<file path="src/rtl/pipe_ctrl_pkg.sv">
// rtl/pipe_ctrl_pkg.sv - shared core encodings for pipeline control and decode
package pipe_ctrl_pkg;

  // Pipeline control states; encodings are visible on state_out.
  typedef enum logic [2:0] {
    ST_RUN      = 3'd0,
    ST_FLUSH    = 3'd1,
    ST_DRAIN    = 3'd2,
    ST_SYS_WAIT = 3'd3,
    ST_SYS_EXIT = 3'd4
  } pipe_state_e;

  // Stages that must empty before a memory sync or syscall proceeds.
  localparam int unsigned DEF_PIPELINE_LENGTH = 5;

  // Architectural register index width.
  localparam int unsigned REG_ADDR_W = 5;

endpackage

</file>
<file path="src/rtl/pipe_ctrl_hazard_detect.sv">
// rtl/pipe_ctrl_hazard_detect.sv - combinational load-use hazard comparator
module hazard_detect
  import pipe_ctrl_pkg::*;
(
  input  logic                  ex_mem_read_i,
  input  logic [REG_ADDR_W-1:0] ex_rd_i,
  input  logic [REG_ADDR_W-1:0] rsa_i,
  input  logic [REG_ADDR_W-1:0] rsb_i,
  output logic                  load_use_o
);

  // Register 0 is hardwired, so a load targeting it never creates a dependency.
  assign load_use_o = ex_mem_read_i && (ex_rd_i != '0) &&
                      ((ex_rd_i == rsa_i) || (ex_rd_i == rsb_i));

endmodule

</file>
<file path="src/rtl/pipe_ctrl.sv">
// rtl/pipe_ctrl.sv - pipeline hazard, flush, drain and syscall sequencing
module pipe_ctrl
  import pipe_ctrl_pkg::*;
#(
  parameter int unsigned PIPELINE_LENGTH = DEF_PIPELINE_LENGTH
) (
  input  logic                  clk_in,
  input  logic                  reset_in,
  input  logic                  stall_in,
  input  logic                  memsync_in,
  input  logic                  syscall_in,
  input  logic [REG_ADDR_W-1:0] rsa_in,
  input  logic [REG_ADDR_W-1:0] rsb_in,
  input  logic                  ex_mem_read_in,
  input  logic [REG_ADDR_W-1:0] ex_rd_in,
  input  logic                  branch_taken_in,
  input  logic                  mem_busy_in,
  input  logic                  syscall_done_in,
  output logic                  stall_out,
  output logic                  bubble_out,
  output logic                  flush_decode_out,
  output logic                  flush_execute_out,
  output logic                  sysreq_out,
  output logic                  busy_out,
  output logic [2:0]            state_out
);

  localparam int unsigned       CNT_W    = $clog2(PIPELINE_LENGTH) + 1;
  localparam logic [CNT_W-1:0]  CNT_LOAD = CNT_W'(PIPELINE_LENGTH - 1);
  localparam logic [CNT_W-1:0]  CNT_ONE  = CNT_W'(1);

  pipe_state_e      state_q, state_d;
  logic [CNT_W-1:0] cnt_q, cnt_d;
  logic             sys_pend_q, sys_pend_d;
  logic             load_use;

  logic stall_raw, bubble_raw, flush_dec_raw, flush_ex_raw, sysreq_raw;

  hazard_detect u_hazard_detect (
    .ex_mem_read_i (ex_mem_read_in),
    .ex_rd_i       (ex_rd_in),
    .rsa_i         (rsa_in),
    .rsb_i         (rsb_in),
    .load_use_o    (load_use)
  );

  // State, drain counter and syscall-pending bit; external stall freezes all three.
  always_ff @(posedge clk_in or posedge reset_in) begin
    if (reset_in) begin
      state_q    <= ST_RUN;
      cnt_q      <= '0;
      sys_pend_q <= 1'b0;
    end else if (!stall_in) begin
      state_q    <= state_d;
      cnt_q      <= cnt_d;
      sys_pend_q <= sys_pend_d;
    end
  end

  // Next-state and control outputs; in RUN, branch beats syscall beats memsync beats load-use.
  always_comb begin
    state_d       = state_q;
    cnt_d         = cnt_q;
    sys_pend_d    = sys_pend_q;
    stall_raw     = 1'b0;
    bubble_raw    = 1'b0;
    flush_dec_raw = 1'b0;
    flush_ex_raw  = 1'b0;
    sysreq_raw    = 1'b0;
    case (state_q)
      ST_RUN: begin
        if (branch_taken_in) begin
          flush_dec_raw = 1'b1;
          flush_ex_raw  = 1'b1;
          state_d       = ST_FLUSH;
        end else if (syscall_in || memsync_in) begin
          state_d    = ST_DRAIN;
          cnt_d      = CNT_LOAD;
          sys_pend_d = syscall_in;
        end else if (load_use) begin
          stall_raw  = 1'b1;
          bubble_raw = 1'b1;
        end
      end
      ST_FLUSH: begin
        flush_dec_raw = 1'b1;
        state_d       = ST_RUN;
      end
      ST_DRAIN: begin
        stall_raw  = 1'b1;
        bubble_raw = 1'b1;
        if ((cnt_q == '0) && !mem_busy_in) begin
          if (sys_pend_q) begin
            state_d = ST_SYS_WAIT;
            // Only pulse on the cycle the transition actually commits.
            sysreq_raw = !stall_in;
          end else begin
            state_d = ST_RUN;
          end
        end else if (cnt_q != '0) begin
          cnt_d = cnt_q - CNT_ONE;
        end
      end
      ST_SYS_WAIT: begin
        stall_raw  = 1'b1;
        bubble_raw = 1'b1;
        if (syscall_done_in) begin
          state_d    = ST_SYS_EXIT;
          sys_pend_d = 1'b0;
        end
      end
      ST_SYS_EXIT: begin
        flush_dec_raw = 1'b1;
        state_d       = ST_RUN;
      end
      default: begin
        state_d = ST_RUN;
      end
    endcase
  end

  // All outputs forced low while reset is held, even those decoded from live inputs.
  assign stall_out         = stall_raw     & ~reset_in;
  assign bubble_out        = bubble_raw    & ~reset_in;
  assign flush_decode_out  = flush_dec_raw & ~reset_in;
  assign flush_execute_out = flush_ex_raw  & ~reset_in;
  assign sysreq_out        = sysreq_raw    & ~reset_in;
  assign busy_out          = (state_q != ST_RUN) & ~reset_in;
  assign state_out         = reset_in ? 3'd0 : state_q;

endmodule

</file>
<file path="config.mk">
export PLATFORM = sky130hd
export DESIGN_NAME = pipe_ctrl
export DESIGN_NICKNAME = d
export VERILOG_FILES = /design/src/rtl/pipe_ctrl_pkg.sv /design/src/rtl/pipe_ctrl_hazard_detect.sv /design/src/rtl/pipe_ctrl.sv
export SDC_FILE = /design/constraint.sdc
export NUM_CORES = 1
export LEC_CHECK = 0
export CAP_MARGIN = 20
export CORE_ASPECT_RATIO = 1.25
export CORE_MARGIN = 1
export CORE_UTILIZATION = 30
export DETAILED_ROUTE_END_ITERATION = 16
export DONT_BUFFER_PORTS = 1
export GPL_TIMING_DRIVEN = 0
export PLACE_DENSITY_LB_ADDON = 0.12
export SLEW_MARGIN = 25
export SYNTH_ARGS = -nofsm -noshare
export SYNTH_HDL_FRONTEND = slang
export SYNTH_HIERARCHICAL = 1
export SYNTH_SLANG_ARGS = --single-unit
</file>
<file path="constraint.sdc">
create_clock -name clk_in -period 4.36 [get_ports clk_in]
set_input_delay 0.654 -clock clk_in [delete_from_list [all_inputs] [get_ports clk_in]]
set_output_delay 0.654 -clock clk_in [all_outputs]
set_load 0.1 [all_outputs]
</file>
==> results of run 1 <==
==> cells in the mapped netlist (all sizes together), types with 2 or more instances <==
cell type,number,share of area [%]
inv,6,3.1
nand2,12,6.2
xnor2,4,4.8
xor2,6,7.3
nand3,3,2.1
nand3b,2,2.1
nor2b,2,1.7
ha,2,3.5
dfrtp,8,28
a21oi,3,2.1
nor2,5,2.6
nor3,4,2.8
buf,3,3.3
o21ai,4,2.8
o31ai,2,2.1
a211oi,2,2.1
==> report_power, final <==
| part | switching (mW) | internal, mW | total, mW |
|---|---|---|---|
| clock network | 0.0286 | 0.0317 | 0.0603 |
| logic | 0.229 | 0.113 | 0.342 |
| registers | 0.0325 | 0.105 | 0.137 |
| total | 0.290 | 0.249 | 0.539 |
==> worst reg2reg max path, stage by stage, from the launching register on <==
cell and delay, ps:
dfrtp_1 360, inv_1 80, ha_1 210, nor4bb_1 150, a2111o_4 520, o32a_1 360
==> area by class of cell <==
class | instances | share of cell area (%)
buffer | 3 | 2.714
inverter | 6 | 2.571
sequential | 8 | 22.86
clock buffer | 3 | 2.571
timing repair buffer | 4 | 5.571
tap | 31 | 4.429
multi-input combinational | 70 | 59.29
==> routing by layer <==
metal  track usage [%]  up-vias
li1                  -      329
met1             18.38      317
met2             23.94       23
met3             3.215        2
met4             7.563        0
met5                 0        -
==> cell families (layout without fill, tap and decap cells) <==
group           after synthesis  after routing  synth area share (%)
simple gates                 37             37                 27.86
xor+xnor                     10             10                 12.11
compound gates               20             20                 21.11
buf+inv                       9             16                 6.401
fa+ha+maj                     2              2                 3.460
flops                         8              8                 27.68
mux                           1              1                 1.384
==> how the worst min path moves through the flow <==
stage               cells past startpoint  slack, ps            startpoint                      to
floorplan                               2        470  cnt_q[1]$_DFFE_PP0P_    cnt_q[1]$_DFFE_PP0P_
global placement                        2        500  cnt_q[0]$_DFFE_PP0P_    cnt_q[0]$_DFFE_PP0P_
CTS                                     1        270              reset_in  state_q[2]$_DFFE_PP0P_
global route                            1        290              reset_in  state_q[2]$_DFFE_PP0P_
detailed placement                      2        500  cnt_q[0]$_DFFE_PP0P_    cnt_q[0]$_DFFE_PP0P_
finish                                  1        260              reset_in  state_q[2]$_DFFE_PP0P_
==> registers in the layout, indices dropped and copies added, names as in the netlist <==
signal,cells
cnt_q,4
state_q,3
sys_pend_q,1
==> reports/metrics.cfg, run 1 <==
[route]
wl_met1_microns = 779
drt_first_iter_violations = 12
wl_microns = 1744
drc_errors = 0
viasPerCell = 5.368
dr.pass1.iters = 4
dr.max_layer_used = met4
routedWlPerCell_microns = 13.95
met3_length_microns = 106
drtAntennaViolNets = 0
dr_wl_met2_microns = 841
vias = 671

[finish]
final_util_pct = 39.19
final_common_cell = nand2_1
layout-drive-gt1-share_pct = 20.21
n_antenna_cell = 0
synthToLayoutAreaGrowth_pct = 21.11
multi_input_area_sq_um = 519.2
num-nets-final = 122
fin_area_sq_um = 875.8
seq_area_sq_um = 200.2
final_cell_mix = nand2_1, dfrtp_1, inv_1, xor2_1
fillerInstances = 248
final_cells = 125

[critical_path]
critPathMaxFanout = 3
rr_worst_depth = 5
crit_path_end = stall_out
worstSetupStartpoint = ex_rd_in[0]
cp.depth = 9
slowest_delay_ps = 310
critPathCaptureType = output pin
regToRegEndpoint = cnt_q[2]$_DFFE_PP0P_
slowest_stage = a211oi_4
r2r_start = cnt_q[0]$_DFFE_PP0P_
startpoint_type = input pin
worstSetupPathType = input pin to output pin
path_buf_inv = 3
arrival_ps = 2360
ff2ff_setup_slack_ps = 2580
path_cells = xor2_1 > nor3_1 > nand3_1 > a21oi_1 > nand4b_1 > a211oi_4 > buf_8 > buf_1 > buf_4
crit_required_ps = 3710
path_delay_family = buffers and inverters

[timing]
final.period_utilization_pct = 69.14
final.min_clock_period_ps = 3014
fmax_mhz = 331.7
finalSetupTns_ps = 0
setup_viol = 0
rsz0062_at_grt = false
finalHoldViolations = 0
drv_slew = 0
fin_skew_ps = 2.712
slew-limit-headroom_pct = 29.32
worstMarginPinSlew_ps = 1055
timing.hold.ws_ps = 264.7
final.setup.worst_slack_ps = 1346

[logic_synthesis]
async_flop_share_pct = 100.0
synth_edf_count = 0
syn_nets = 113
syn_inst = 87
ys_seq_elements = 8
ys_seq_area_share_pct = 27.68
ys.flop_type = dfrtp_1
synth_cell_types = 38
syn_area_sq_um = 723.2
ys_warn_count = 6
syn_area_per_cell_sq_um = 8.313

[worst_hold_path]
min_path_type = input pin to asynchronous set/reset pin

[job]
drv_cap = 0

[floorplan]
initial_utilization_pct = 32.36
die_w_microns = 45.92
die_h_microns = 56.90
ios = 33
core_sq_mm = 0.002235
die_area_sq_mm = 0.002612
rows = 19

[placement]
place_congestion = 0.7010
placed_area_sq_um = 853.3
port_buffers = 0
place_inst = 122
dpl.hpwl_microns = 1382
pre_cts_slack_ps = 1309

[clock_tree]
cts_buffer_depth = 2
cts_root_buf = clkbuf_4
numCtsBuffers = 3
clock_sinks = 8
cts_tree = yes
clkLatencyLatePin_ps = 250
cts_setup_buffers = 0
ctsResizeCount = 0
cts_hold_buf = 0
clk_pin_slew_ps = 60
h-tree-depth = 1

[pwr]
power.total_mw = 0.5393
power_per_cell_area_mw_per_mm2 = 615.8
p_leak_nw = 0.3487
peakVddDrop_v = 0.0002469

[global_route]
antenna_found_initial = 0
grt_use_total_pct = 15.08
grt_pass1_wl_microns = 2891
overflow = 0
grt_pass1_vias = 658
grt_max_degree = 11

[run_status]
status = finished, final reports clean

Power figures use the tool's default switching activity.
==> inputs of run 2 (changes only) <==
- clock period: 4.36 -> 2.6 ns (I/O delays scaled with it)
==> run 2 against run 1 <==
Effect of this change:
- via count grew 0.30%
- cell count grew 0.80%
- hold slack got worse by 260 ps
- sequential power rose by 70%
- core utilization is 3.1 points higher
- register-to-register slack got worse by 1700 ps
- clock-buffer cell count unchanged
- power is 84% higher
- cell area up 7.9%
- critical endpoint is now sysreq_out
==> reports/metrics.cfg, run 2 (same netlist as run 1, synthesis figures left out) <==
[run_status]
status = finished, final reports clean

[route]
viasPerCell = 5.341  ; -0.50%
wl_microns = 1736  ; -0.46%
routedWlPerCell_microns = 13.78  ; -1.2%
dr.pass1.iters = 4  ; unchanged
drt_first_iter_violations = 4  ; -8
drtAntennaViolNets = 0  ; unchanged
drc_errors = 0  ; unchanged
vias = 673  ; +0.30%

[finish]
final_cell_mix = nand2_1, dfrtp_1, xor2_1
synthToLayoutAreaGrowth_pct = 30.62
n_antenna_cell = 0  ; unchanged
seq_area_sq_um = 200.2  ; unchanged
num-nets-final = 123  ; +0.82%
final_cells = 126  ; +0.80%
reg.largest.list = cnt_q: 4 flops, state_q: 3 flops, sys_pend_q: 1 flops
layout-drive-gt1-share_pct = 26.32  ; +6.1 points
largest_reg_flops = 4  ; unchanged
regMostFlops = cnt_q
multi_input_area_sq_um = 556.8  ; +7.2%
final_common_cell = nand2_1
fillerInstances = 239  ; -3.6%

[global_route]
grt_use_total_pct = 15.11  ; +0.038 points
overflow = 0  ; unchanged
grt_max_degree = 11  ; unchanged
grt_pass1_vias = 669  ; +1.7%
grt_pass1_wl_microns = 2898  ; +0.24%
antenna_found_initial = 0  ; unchanged

[critical_path]
startpoint_type = flip-flop
crit_required_ps = 2210  ; -1500 ps
path_cells = inv_2 > ha_4 > or4b_4 > nor3_4
slowest_stage = nor3_4
critPathMaxFanout = 2  ; -1
slowest_delay_ps = 840  ; +530 ps
arrival_ps = 2170  ; -190 ps
worstSetupPathType = flip-flop to output pin
critPathCaptureType = output pin

[clock_tree]
clkLatencyLatePin_ps = 260  ; about the same
cts_hold_buf = 0  ; unchanged
cts_tree = yes
clock_sinks = 8  ; unchanged
h-tree-depth = 1  ; unchanged
clk_pin_slew_ps = 60  ; about the same
cts_buffer_depth = 2  ; unchanged
cts_root_buf = clkbuf_4
numCtsBuffers = 3  ; unchanged

[timing]
drv_slew = 0  ; unchanged
slew-limit-headroom_pct = 29.26  ; -0.068 points
finalHoldViolations = 0  ; unchanged
rsz0062_at_grt = true
fin_skew_ps = 2.022  ; -0.6899 ps
setup_viol = 0  ; unchanged
timing.hold.ws_ps = 2.291  ; -262.4 ps
final.min_clock_period_ps = 2556
finalSetupTns_ps = 0  ; unchanged
final.period_utilization_pct = 98.32
worstMarginPinSlew_ps = 1060  ; +4.657 ps
fmax_mhz = 391.2

[placement]
dpl.hpwl_microns = 1381  ; about the same
place_inst = 120  ; -1.6%
place_congestion = 0.6987  ; -0.33%
port_buffers = 0  ; unchanged

[floorplan]
ios = 33  ; unchanged
rows = 19  ; unchanged
die_area_sq_mm = 0.002612  ; unchanged
die_h_microns = 56.90  ; unchanged
core_sq_mm = 0.002235  ; unchanged
die_w_microns = 45.92  ; unchanged
initial_utilization_pct = 32.36  ; unchanged

[job]
drv_cap = 0  ; unchanged

[pwr]
peakVddDrop_v = 0.0005179  ; +110%
p_leak_nw = 0.3710  ; +6.4%
power_per_cell_area_mw_per_mm2 = 1050  ; +70%

[worst_hold_path]
min_path_type = input pin to asynchronous set/reset pin

## run 2: stage by stage
stage          worst slack (ps)  instance area, sq um  total power [mW]  util [%]
3_5_place_dp              175.2                 878.3            0.8444     39.31
3_3_place_gp             -248.8                 817.0            0.7925     36.56
5_1_grt                  -24.69                 944.7             1.066     42.27
6_report                  43.68                 944.7            0.9917     42.27
4_1_cts                   5.644                 932.1            0.9800     41.71
2_1_floorplan            -103.7                 778.2            0.7251         -
## run 2: critical path, delay by kind of cell, from the launching register on
kind	cells	cell delay, ps
adder cells (fa/ha/maj)	1	130
buffers and inverters	1	80
flip-flops	1	390
AND/OR/NAND/NOR	2	1310
## run 2: worst paths after layout
check                                startpoint                endpoint  slack [ps]  depth (start not counted)
setup / recovery           cnt_q[1]$_DFFE_PP0P_              sysreq_out          40                          4
hold / removal                         reset_in  state_q[0]$_DFFE_PP0P_           2                          1
setup reg to reg           cnt_q[1]$_DFFE_PP0P_  state_q[0]$_DFFE_PP0P_         860                          6
hold reg to reg            cnt_q[0]$_DFFE_PP0P_    cnt_q[0]$_DFFE_PP0P_         520                          2
max in group asynchronous              reset_in    cnt_q[1]$_DFFE_PP0P_        2320                          1
min in group clk_in                    stall_in  state_q[2]$_DFFE_PP0P_         270                          2
## run 2: layout make-up
type | instances | share of cell area, %
inverters | 6 | 2.384
plain buffers | 3 | 4.106
multi-input cells | 70 | 58.94
clock buffers | 3 | 2.384
well taps | 31 | 4.106
flip-flops and latches | 8 | 21.19
repair buffers | 5 | 6.887
## run 2: per-layer routing
metal	share of wire, %	vias up	GRT usage [%]	wire, microns
met3	8.5	2	3.859	148
li1	-	332	-	-
met5	0	-	0	0
met4	0.81	0	7.563	14
met2	49	22	24.55	854
met1	41	317	17.53	719
## run 2: report_power, final
part / switching (mW) / total [mW] / internal, mW
Sequential: 0.0574 / 0.233 / 0.175
Clock: 0.0461 / 0.0992 / 0.0531
Combinational: 0.409 / 0.660 / 0.250
## run 2: repair_timing
| action | 4_1_cts | 5_1_grt |
|---|---|---|
| gates resized for setup | 4 | 3 |
| setup endpoints to repair | 1 | 1 |
| setup buffers | 3 | 0 |
| gates cloned | 0 | 0 |
| pin swaps | 1 | 2 |
==> RTL change, RTL diff (settings of run 2) <==
Set the package constant `REG_ADDR_W` to 3 (it was 5).
--- a/src/rtl/pipe_ctrl_pkg.sv
+++ b/src/rtl/pipe_ctrl_pkg.sv
@@ -15,5 +15,5 @@
 
   // Architectural register index width.
-  localparam int unsigned REG_ADDR_W = 5;
+  localparam int unsigned REG_ADDR_W = 3;
 
 endpackage
Interface: changed (resized ex_rd_in, rsa_in and rsb_in); port bits go from 33 to 27. The function was not compared with the original's and may differ.
==> RTL change against run 2 <==
- setup slack worse by 0.018 ns
- fmax shrank 0.70%
- sequential cell count unchanged
- wire length is 5.1% lower
- register-to-register slack got worse by 0.05 ns
- power rose by 2.7%
- synthesized area is 6.9% lower
- design area fell by 0.53%
- largest cell class unchanged
==> RTL change: results (changes against run 2) <==
vias=636 (was 673); Largest regs=cnt_q (4), state_q (3), sys_pend_q (1) (unchanged); NonClk Buf Share=15.6% (was 11.0%); setup bufs post-CTS=4 (was 3); M3 GR Usage=4.87% (was 3.86%); commonest cells in the synthesized netlist=nand2_1, dfrtp_1, inv_1, xnor2_1, nor2_1 (was nand2_1, dfrtp_1, inv_1, xor2_1, nor2_1); Leak Pwr=0.372 nW (was 0.371 nW); Synth cell types=36 (was 38); GRT met2 Usage=32.4% (was 24.5%); htree depth=1 (unchanged); Fillers=201 (was 239); skew final=0.00503 ns (was 0.00202 ns); delay-heaviest family, CP=simple AND/OR/NAND/NOR gates (unchanged); mux cell area share after synthesis=1.49% (was 1.38%); outcome=finished, final reports clean (unchanged); RePlAce Congestion=0.715 (was 0.699); vias in the first global route=672 (was 669); Mean Syn Cell Area=8.41 um2 (was 8.31 um2); syn_nets=100 (was 113); Non-Filler Instances=123 (was 126); Inst Count DP=112 (was 120); Area after DPL=833 um2 (was 878 um2); r2r setup slk=0.81 ns (was 0.86 ns); Max-Slew Margin vs Limit=28.8% (was 29.3%); Peak VDD IR=413 uV (was 518 uV); Die X=44.4 um (was 45.9 um); first-pass GRT wire length=2.88 mm (was 2.90 mm); Signal buffers=13 (was 8); Seq/Total Area, Yosys=29.7% (was 27.7%); fraction of layout cells with a size suffix above 1=31.2% (was 26.3%); Final Hold Slack=0.253 ns (was 0.00229 ns); GR Layer Usage met1=16.9% (was 17.5%); comb_multi_in=63 (was 70); Seq area share=21.3% (was 21.2%); global router's overall resource usage=16.3% (was 15.1%); dpl ws=0.148 ns (was 0.175 ns); hold buffers post-CTS=2 (was 0); HP Class=primary input to flip-flop (was primary input to asynchronous set/reset pin); Compound-Gate Fraction of Synth Area=23.0% (was 21.1%); Clock buf/inv share=2.40% (was 2.38%); dpl hpwl=1.21 mm (was 1.38 mm); Tcrit/Tclk final=99.0% (was 98.3%); 1st-iter DRT viols=13 (was 4); CTS resizes=5 (was 4); multi-input gate share of total cell area=54.3% (was 58.9%); Pwr Density=1080 mW/mm2 (was 1050 mW/mm2); PortBufs=0 (unchanged)
RTL change: cell types whose count changed after synthesis, sizes merged:
cell / run 2 / this run
xor2: 6 / 0
o21ai: 4 / 3
nor3: 4 / 2
or4: 1 / 0
xnor2: 4 / 6
o31ai: 2 / 3
RTL change: kinds of logic after synthesis:
kind of cell | after synthesis
and+or+nand+nor | 34
AOI/OAI and AO/OA | 20
buffers and inverters | 9
DFF | 8
xor gates and xnor gates | 6
adders and majority gates | 2
muxes | 1
RTL change: power by group:
group | switching, mW | total, mW | internal (mW) | leakage [nW]
sequential | 0.0554 | 0.231 | 0.175 | 0.0946
clock | 0.0495 | 0.103 | 0.0533 | 0.0138
combinational | 0.417 | 0.685 | 0.268 | 0.263
total | 0.522 | 1.02 | 0.497 | 0.372
RTL change: routing by layer:
metal,wire length (um),part of all wire (%)
met1,693,42
met2,884,54
met3,69,4.2
met4,0,0
met5,0,0
